### config.mk
export PLATFORM = sky130hd
export DESIGN_NAME = arcade_input_cond
export DESIGN_NICKNAME = d
export VERILOG_FILES = /design/src/rtl/arcade_input_pkg.sv /design/src/rtl/input_debounce.sv /design/src/rtl/arcade_input_cond.sv
export SDC_FILE = /design/constraint.sdc
export NUM_CORES = 1
export LEC_CHECK = 0
export BUFFER_PORTS_ARGS = -buffer_cell sky130_fd_sc_hd__buf_2
export CORE_MARGIN = 5
export CORE_UTILIZATION = 55
export CTS_CLUSTER_DIAMETER = 200
export DETAILED_ROUTE_END_ITERATION = 10
export GPL_TIMING_DRIVEN = 0
export PLACE_DENSITY = 0.83
export SKIP_LAST_GASP = 1
export SYNTH_ARGS = -nofsm -noshare
export SYNTH_HDL_FRONTEND = slang
export SYNTH_HIERARCHICAL = 1
export SYNTH_SLANG_ARGS = --single-unit
### constraint.sdc
create_clock -name clk_sys -period 6.2 [get_ports clk_sys]
set_input_delay 1.24 -clock clk_sys [delete_from_list [all_inputs] [get_ports clk_sys]]
set_output_delay 1.24 -clock clk_sys [all_outputs]
set_load 0.02 [all_outputs]
### src/rtl/arcade_input_pkg.sv
// Shared definitions for the arcade input conditioner.
//   - Bit positions of each control inside in_raw / btn_out.
//   - Coin shaper state encoding.
//   - Depth limit of the coin press queue.
package arcade_input_pkg;

  localparam int N_INPUTS    = 10;
  localparam int IDX_LEFT1   = 0;
  localparam int IDX_RIGHT1  = 1;
  localparam int IDX_FIRE1   = 2;
  localparam int IDX_START1  = 3;
  localparam int IDX_LEFT2   = 4;
  localparam int IDX_RIGHT2  = 5;
  localparam int IDX_FIRE2   = 6;
  localparam int IDX_START2  = 7;
  localparam int IDX_COIN    = 8;
  localparam int IDX_SERVICE = 9;

  // Largest number of coin presses remembered while a credit is in progress.
  localparam logic [1:0] PEND_MAX = 2'd3;

  typedef enum logic [1:0] {
    IDLE  = 2'd0,
    PULSE = 2'd1,
    GAP   = 2'd2
  } coin_state_e;

endpackage

### src/rtl/input_debounce.sv
// Single-bit two-flop synchroniser followed by a debouncer.
// The debounced level only follows the synchronised input once the input
// has disagreed with it for DEB_CYCLES consecutive cycles.
// Ports:
//   clk_sys - core clock
//   reset   - synchronous, active-high
//   din     - raw asynchronous input
//   dout    - debounced level
module input_debounce
  import arcade_input_pkg::*;
#(
  parameter int DEB_CYCLES = 18000
) (
  input  logic clk_sys,
  input  logic reset,
  input  logic din,
  output logic dout
);

  localparam int CW = (DEB_CYCLES > 1) ? $clog2(DEB_CYCLES) : 1;
  localparam logic [CW-1:0] CNT_LAST = CW'(DEB_CYCLES - 1);

  logic          sync1_q, sync1_d;
  logic          sync2_q, sync2_d;
  logic          state_q, state_d;
  logic [CW-1:0] cnt_q, cnt_d;

  always_comb begin
    sync1_d = din;
    sync2_d = sync1_q;
    state_d = state_q;
    cnt_d   = cnt_q;
    if (sync2_q == state_q) begin
      cnt_d = '0;
    end else if (cnt_q == CNT_LAST) begin
      // This is the DEB_CYCLES-th consecutive disagreeing sample.
      state_d = sync2_q;
      cnt_d   = '0;
    end else begin
      cnt_d = cnt_q + 1'b1;
    end
  end

  always_ff @(posedge clk_sys) begin
    if (reset) begin
      sync1_q <= 1'b0;
      sync2_q <= 1'b0;
      state_q <= 1'b0;
      cnt_q   <= '0;
    end else begin
      sync1_q <= sync1_d;
      sync2_q <= sync2_d;
      state_q <= state_d;
      cnt_q   <= cnt_d;
    end
  end

  assign dout = state_q;

endmodule

### src/rtl/arcade_input_cond.sv
// Conditions the merged player controls ahead of the game core.
// Every bit is synchronised and debounced; the coin bit is turned into
// fixed-width credit pulses separated by a fixed gap, with up to three
// presses queued while a credit is being issued.
// Optional build macro ARCADE_INPUT_AUTOFIRE_EN adds the autofire input,
// which makes held fire buttons toggle every AF_HALF cycles.
// Ports:
//   clk_sys   - core clock
//   reset     - synchronous, active-high
//   in_raw    - raw active-high controls (bit map in arcade_input_pkg)
//   btn_out   - conditioned controls, bit 8 is the shaped coin pulse
//   coin_busy - credit pulse or its trailing gap in progress
//   coin_pend - presses queued but not yet issued
//   autofire  - autofire enable (only with ARCADE_INPUT_AUTOFIRE_EN)
module arcade_input_cond
  import arcade_input_pkg::*;
#(
  parameter int DEB_CYCLES = 18000,
  parameter int COIN_PULSE = 1800000,
  parameter int COIN_GAP   = 1800000
`ifdef ARCADE_INPUT_AUTOFIRE_EN
  , parameter int AF_HALF  = 900000
`endif
) (
  input  logic                clk_sys,
  input  logic                reset,
  input  logic [N_INPUTS-1:0] in_raw,
  output logic [N_INPUTS-1:0] btn_out,
  output logic                coin_busy,
  output logic [1:0]          coin_pend
`ifdef ARCADE_INPUT_AUTOFIRE_EN
  , input  logic              autofire
`endif
);

  localparam int CNT_MAX = (COIN_PULSE > COIN_GAP) ? COIN_PULSE : COIN_GAP;
  localparam int CW      = (CNT_MAX > 1) ? $clog2(CNT_MAX) : 1;
  localparam logic [CW-1:0] PULSE_LAST = CW'(COIN_PULSE - 1);
  localparam logic [CW-1:0] GAP_LAST   = CW'(COIN_GAP - 1);

  logic [N_INPUTS-1:0] deb;

  genvar gi;
  generate
    for (gi = 0; gi < N_INPUTS; gi++) begin : g_deb
      input_debounce #(
        .DEB_CYCLES(DEB_CYCLES)
      ) u_deb (
        .clk_sys(clk_sys),
        .reset  (reset),
        .din    (in_raw[gi]),
        .dout   (deb[gi])
      );
    end
  endgenerate

`ifdef ARCADE_INPUT_AUTOFIRE_EN
  localparam int AW = (AF_HALF > 1) ? $clog2(AF_HALF) : 1;
  localparam logic [AW-1:0] AF_LAST = AW'(AF_HALF - 1);

  // af_gate high means the fire output is in its forced-low half period.
  logic [1:0] af_gate;

  generate
    for (gi = 0; gi < 2; gi++) begin : g_af
      localparam int FI = (gi == 0) ? IDX_FIRE1 : IDX_FIRE2;
      logic          phase_q, phase_d;
      logic [AW-1:0] cnt_q, cnt_d;

      always_comb begin
        phase_d = phase_q;
        cnt_d   = cnt_q;
        if (!deb[FI]) begin
          // Released: restart so the next press begins with a high phase.
          phase_d = 1'b0;
          cnt_d   = '0;
        end else if (cnt_q == AF_LAST) begin
          phase_d = ~phase_q;
          cnt_d   = '0;
        end else begin
          cnt_d = cnt_q + 1'b1;
        end
      end

      always_ff @(posedge clk_sys) begin
        if (reset) begin
          phase_q <= 1'b0;
          cnt_q   <= '0;
        end else begin
          phase_q <= phase_d;
          cnt_q   <= cnt_d;
        end
      end

      assign af_gate[gi] = phase_q;
    end
  endgenerate
`endif

  coin_state_e         state_q, state_d;
  logic [CW-1:0]       cnt_q, cnt_d;
  logic [1:0]          pend_q, pend_d;
  logic                coin_prev_q, coin_prev_d;
  logic [N_INPUTS-1:0] btn_q, btn_d;
  logic                busy_q, busy_d;
  logic                press;

  always_comb begin
    coin_prev_d = deb[IDX_COIN];
    press       = deb[IDX_COIN] & ~coin_prev_q;
    state_d     = state_q;
    cnt_d       = cnt_q;
    pend_d      = pend_q;

    case (state_q)
      IDLE: begin
        if (press || (pend_q != 2'd0)) begin
          state_d = PULSE;
          cnt_d   = PULSE_LAST;
          // A fresh press in the same cycle takes the queued slot's place,
          // so the queue only shrinks when the credit comes from it alone.
          if ((pend_q != 2'd0) && !press) begin
            pend_d = pend_q - 2'd1;
          end
        end
      end
      PULSE: begin
        if (cnt_q == '0) begin
          state_d = GAP;
          cnt_d   = GAP_LAST;
        end else begin
          cnt_d = cnt_q - 1'b1;
        end
        if (press && (pend_q != PEND_MAX)) begin
          pend_d = pend_q + 2'd1;
        end
      end
      GAP: begin
        if (cnt_q == '0) begin
          state_d = IDLE;
        end else begin
          cnt_d = cnt_q - 1'b1;
        end
        if (press && (pend_q != PEND_MAX)) begin
          pend_d = pend_q + 2'd1;
        end
      end
      default: begin
        state_d = IDLE;
      end
    endcase

    // Outputs are registered from the next state so they line up with it.
    btn_d           = deb;
    btn_d[IDX_COIN] = (state_d == PULSE);
`ifdef ARCADE_INPUT_AUTOFIRE_EN
    btn_d[IDX_FIRE1] = deb[IDX_FIRE1] & ~(autofire & af_gate[0]);
    btn_d[IDX_FIRE2] = deb[IDX_FIRE2] & ~(autofire & af_gate[1]);
`endif
    busy_d = (state_d != IDLE);
  end

  always_ff @(posedge clk_sys) begin
    if (reset) begin
      state_q     <= IDLE;
      cnt_q       <= '0;
      pend_q      <= 2'd0;
      coin_prev_q <= 1'b0;
      btn_q       <= '0;
      busy_q      <= 1'b0;
    end else begin
      state_q     <= state_d;
      cnt_q       <= cnt_d;
      pend_q      <= pend_d;
      coin_prev_q <= coin_prev_d;
      btn_q       <= btn_d;
      busy_q      <= busy_d;
    end
  end

  assign btn_out   = btn_q;
  assign coin_busy = busy_q;
  assign coin_pend = pend_q;

endmodule
==> out/qor.txt <==
CTS max path bufs: 3
Worst R2R Setup Slack: 3.47 ns
Setup-failing EPs final: 0
first-pass GRT wire length: 33.45 mm
CP peak stage delay: 0.68 ns
top sig layer: met4
Critical Path End Type: flip-flop
max_cap viols: 0
Netlist cell types: 64
largest cells by area after synthesis: dfxtp_1, xnor2_1, nor2_1
Sink Count: 217
Fin Clk Skew: 0.006710 ns
crit path cell chain: buf_2 > buf_2 > buf_1 > nor2b_1
post-DP HPWL: 12.93 mm
row count: 49
syn_area_per_cell: 9.406 µm²
Post-synth top cells: dfxtp_1, nor2_1, xnor2_1
die height: 145.8 µm
ys async rst share: 0%
cell count after synthesis: 1,078
crit path max-delay cell type: buf_1
post-CTS sizing: 0
measured slew at the worst slew-check pin: 0.9226 ns
met3 wire len: 768 µm
IR drop worst, VDD: 0.2045 mV
Core Area: 18,090 µm²
dpl cell area: 10,550 µm²
reg2reg start: cnt_q[4]
final worst slack: 3.429 ns
Most used DFF post-synth: dfxtp_1
post-route ant nets: 0
critical path type: in2reg
arrival time at the worst endpoint: 3.10 ns
Layout area overhead: 11.96%
Initial Utilization: 56.06%
outcome: finished clean
Starting DRT DRC Count: 494
Hold-fix buffers, CTS: 0
RSZ-0062 raised after global routing: false
die area: 21,250 µm²
setup tns final: 0 ns
post-route DRC violation count: 0
met2 WL: 9.493 mm
filler instances: 1,441
H-tree depth: 1
met1 WL: 8.623 mm
IO buf count: 24
Place WS: 2.930 ns
Ant. Diodes: 0
fin crit share: 44.69%
Seq/Total Area, Yosys: 42.84%
Yosys top cell area share: 42.84%
GRT Residual Overflow: 0
wire length per cell: 14.03 µm
worst slew margin relative to its limit: 37.52%
initial antenna violation count: 0
Ports: 25
Top delay family on crit path: buffers and inverters
largest area contributor in the netlist: dfxtp_1
fraction of layout cells with a size suffix above 1: 18.91%
Cell Pwr Density: 255.3 nW/µm²
routability cong.: 0.8591
min Tclk post-route: 2.771 ns
drt pass-1 iters: 5
Die W: 145.8 µm
Min-Delay Path Class: reg2reg
Crit Path Max Fanout: 41
Inserted Clock Buffers: 23
most used cell, CP: buf_2
hold depth: 1
clock root buffer: clkbuf_16
vias in the first global route: 7,359
leakage: 3.626 nW
final number of hold-violating endpoints: 0
Final Cell Area: 11,350 µm²
Hold EP: g_deb[7].u_deb/sync2_q
Worst Reg-to-Reg Cells: 6
Net Count, Synth: 1,106
final WL: 19.24 mm
via/cell ratio: 5.567
Nets: 1,155
CTS tree: done
WP data required: 6.53 ns
Yosys warnings: 6
Post-Syn Area: 10,140 µm²
CTS clk-pin slew, worst paths: 0.06 ns
Worst setup SP type: primary input
flop and latch count out of synthesis: 217
Fmax: 0.3609 GHz
via count: 7,633
RR Endpoint: cnt_q[11]
Worst-Skew Late Latency: 0.49 ns
number of synthesized flops with an enable pin: 0
min-delay src: g_deb[7].u_deb/sync1_q
largest net degree at the start of global routing: 42
Final Max Tran Viols: 0
GRT Overall Usage: 17.80%
count leader, synth: dfxtp_1
post-CTS setup buffer count: 0
CP bufs+invs: 3
[worst max path at each step]
stage | cells past startpoint | startpoint | endpoint | slack [ns]
2_1_floorplan | 8 | cnt_q[0] | cnt_q[20] | 4.04
3_3_place_gp | 4 | reset | btn_out[3] | 2.93
3_5_place_dp | 4 | reset | btn_out[3] | 2.93
4_1_cts | 4 | reset | btn_out[3] | 3.47
5_1_grt | 6 | cnt_q[4] | cnt_q[7] | 3.30
6_report | 4 | reset | btn_out[3] | 3.43
[stage by stage]
step | util, % | hold slack [ns] | power, W | instances
after floorplan | - | 0.4138 | 0.001460 | 1078
after global placement | 58.31 | 0.4161 | 0.001475 | 1331
after detailed placement | 58.31 | 0.4245 | 0.001476 | 1331
after CTS | 62.77 | 0.4380 | 0.002933 | 1371
after global routing | 62.77 | 0.4538 | 0.003004 | 1371
final | 62.77 | 0.4342 | 0.002899 | 1371
[cell usage in the layout (no fill, tap or decap), drive strengths merged, types with 29 or more instances in the layout]
cell type,synthesis,routed
a21oi,29,29
buf,18,42
clkbuf,5,36
dfxtp,217,217
inv,50,50
nand2,55,55
nand3,45,45
nand4,42,42
nor2,196,196
nor2b,31,31
nor3,36,36
nor4,46,46
xnor2,120,120
[sequential cells by signal (all words and copies together), names as in the netlist]
name / cells
coin_prev_q: 1
g_deb.u_deb/dout: 10
state_q: 2
coin_busy: 1
btn_out: 10
g_deb.u_deb/sync2_q: 10
g_deb.u_deb/cnt_q: 150
g_deb.u_deb/sync1_q: 10
cnt_q: 21
coin_pend: 2
[worst reg2reg max path: stages, from the launching register on]
cell and delay [ns]:
dfxtp_1 0.35, nor4_1 0.75, and3_1 0.25, clkbuf_1 0.23, a21boi_1 0.10, o311ai_1 0.78, a21oi_1 0.10
[final cells by class]
type	count	area [µm²]	share of cell area, %
Buffer	23	186.4	1.642
Multi-Input combinational cell	788	5421	47.76
Tap cell	229	286.5	2.524
Sequential cell	217	4344	38.27
Inverter	50	187.7	1.653
Clock inverter	9	170.2	1.499
Clock buffer	31	635.6	5.599
Timing Repair Buffer	24	120.1	1.058
[logic make-up after synthesis]
group / Yosys count / share of synthesized area (%)
flops: 217 / 42.84
simple gates: 534 / 32.95
xor+xnor: 130 / 11.23
buf+inv: 73 / 3.689
mux: 10 / 0.9872
compound gates: 98 / 6.330
fa+ha+maj: 16 / 1.974
[layer usage]
metal / vias up / track usage (%)
met3: 27 / 3.177
met5: - / 0
met4: 0 / 5.318
met2: 156 / 31.38
li1: 3858 / -
met1: 3592 / 22.24
[power by group]
part	leakage, nW	total, W	internal, W	switching [W]
Clock	0.397	0.00145	0.000923	0.000531
Sequential	1.75	0.00141	0.00140	0.00000487
Combinational	1.48	0.0000374	0.0000136	0.0000238
Note: power is estimated with default switching activity, not from simulation.
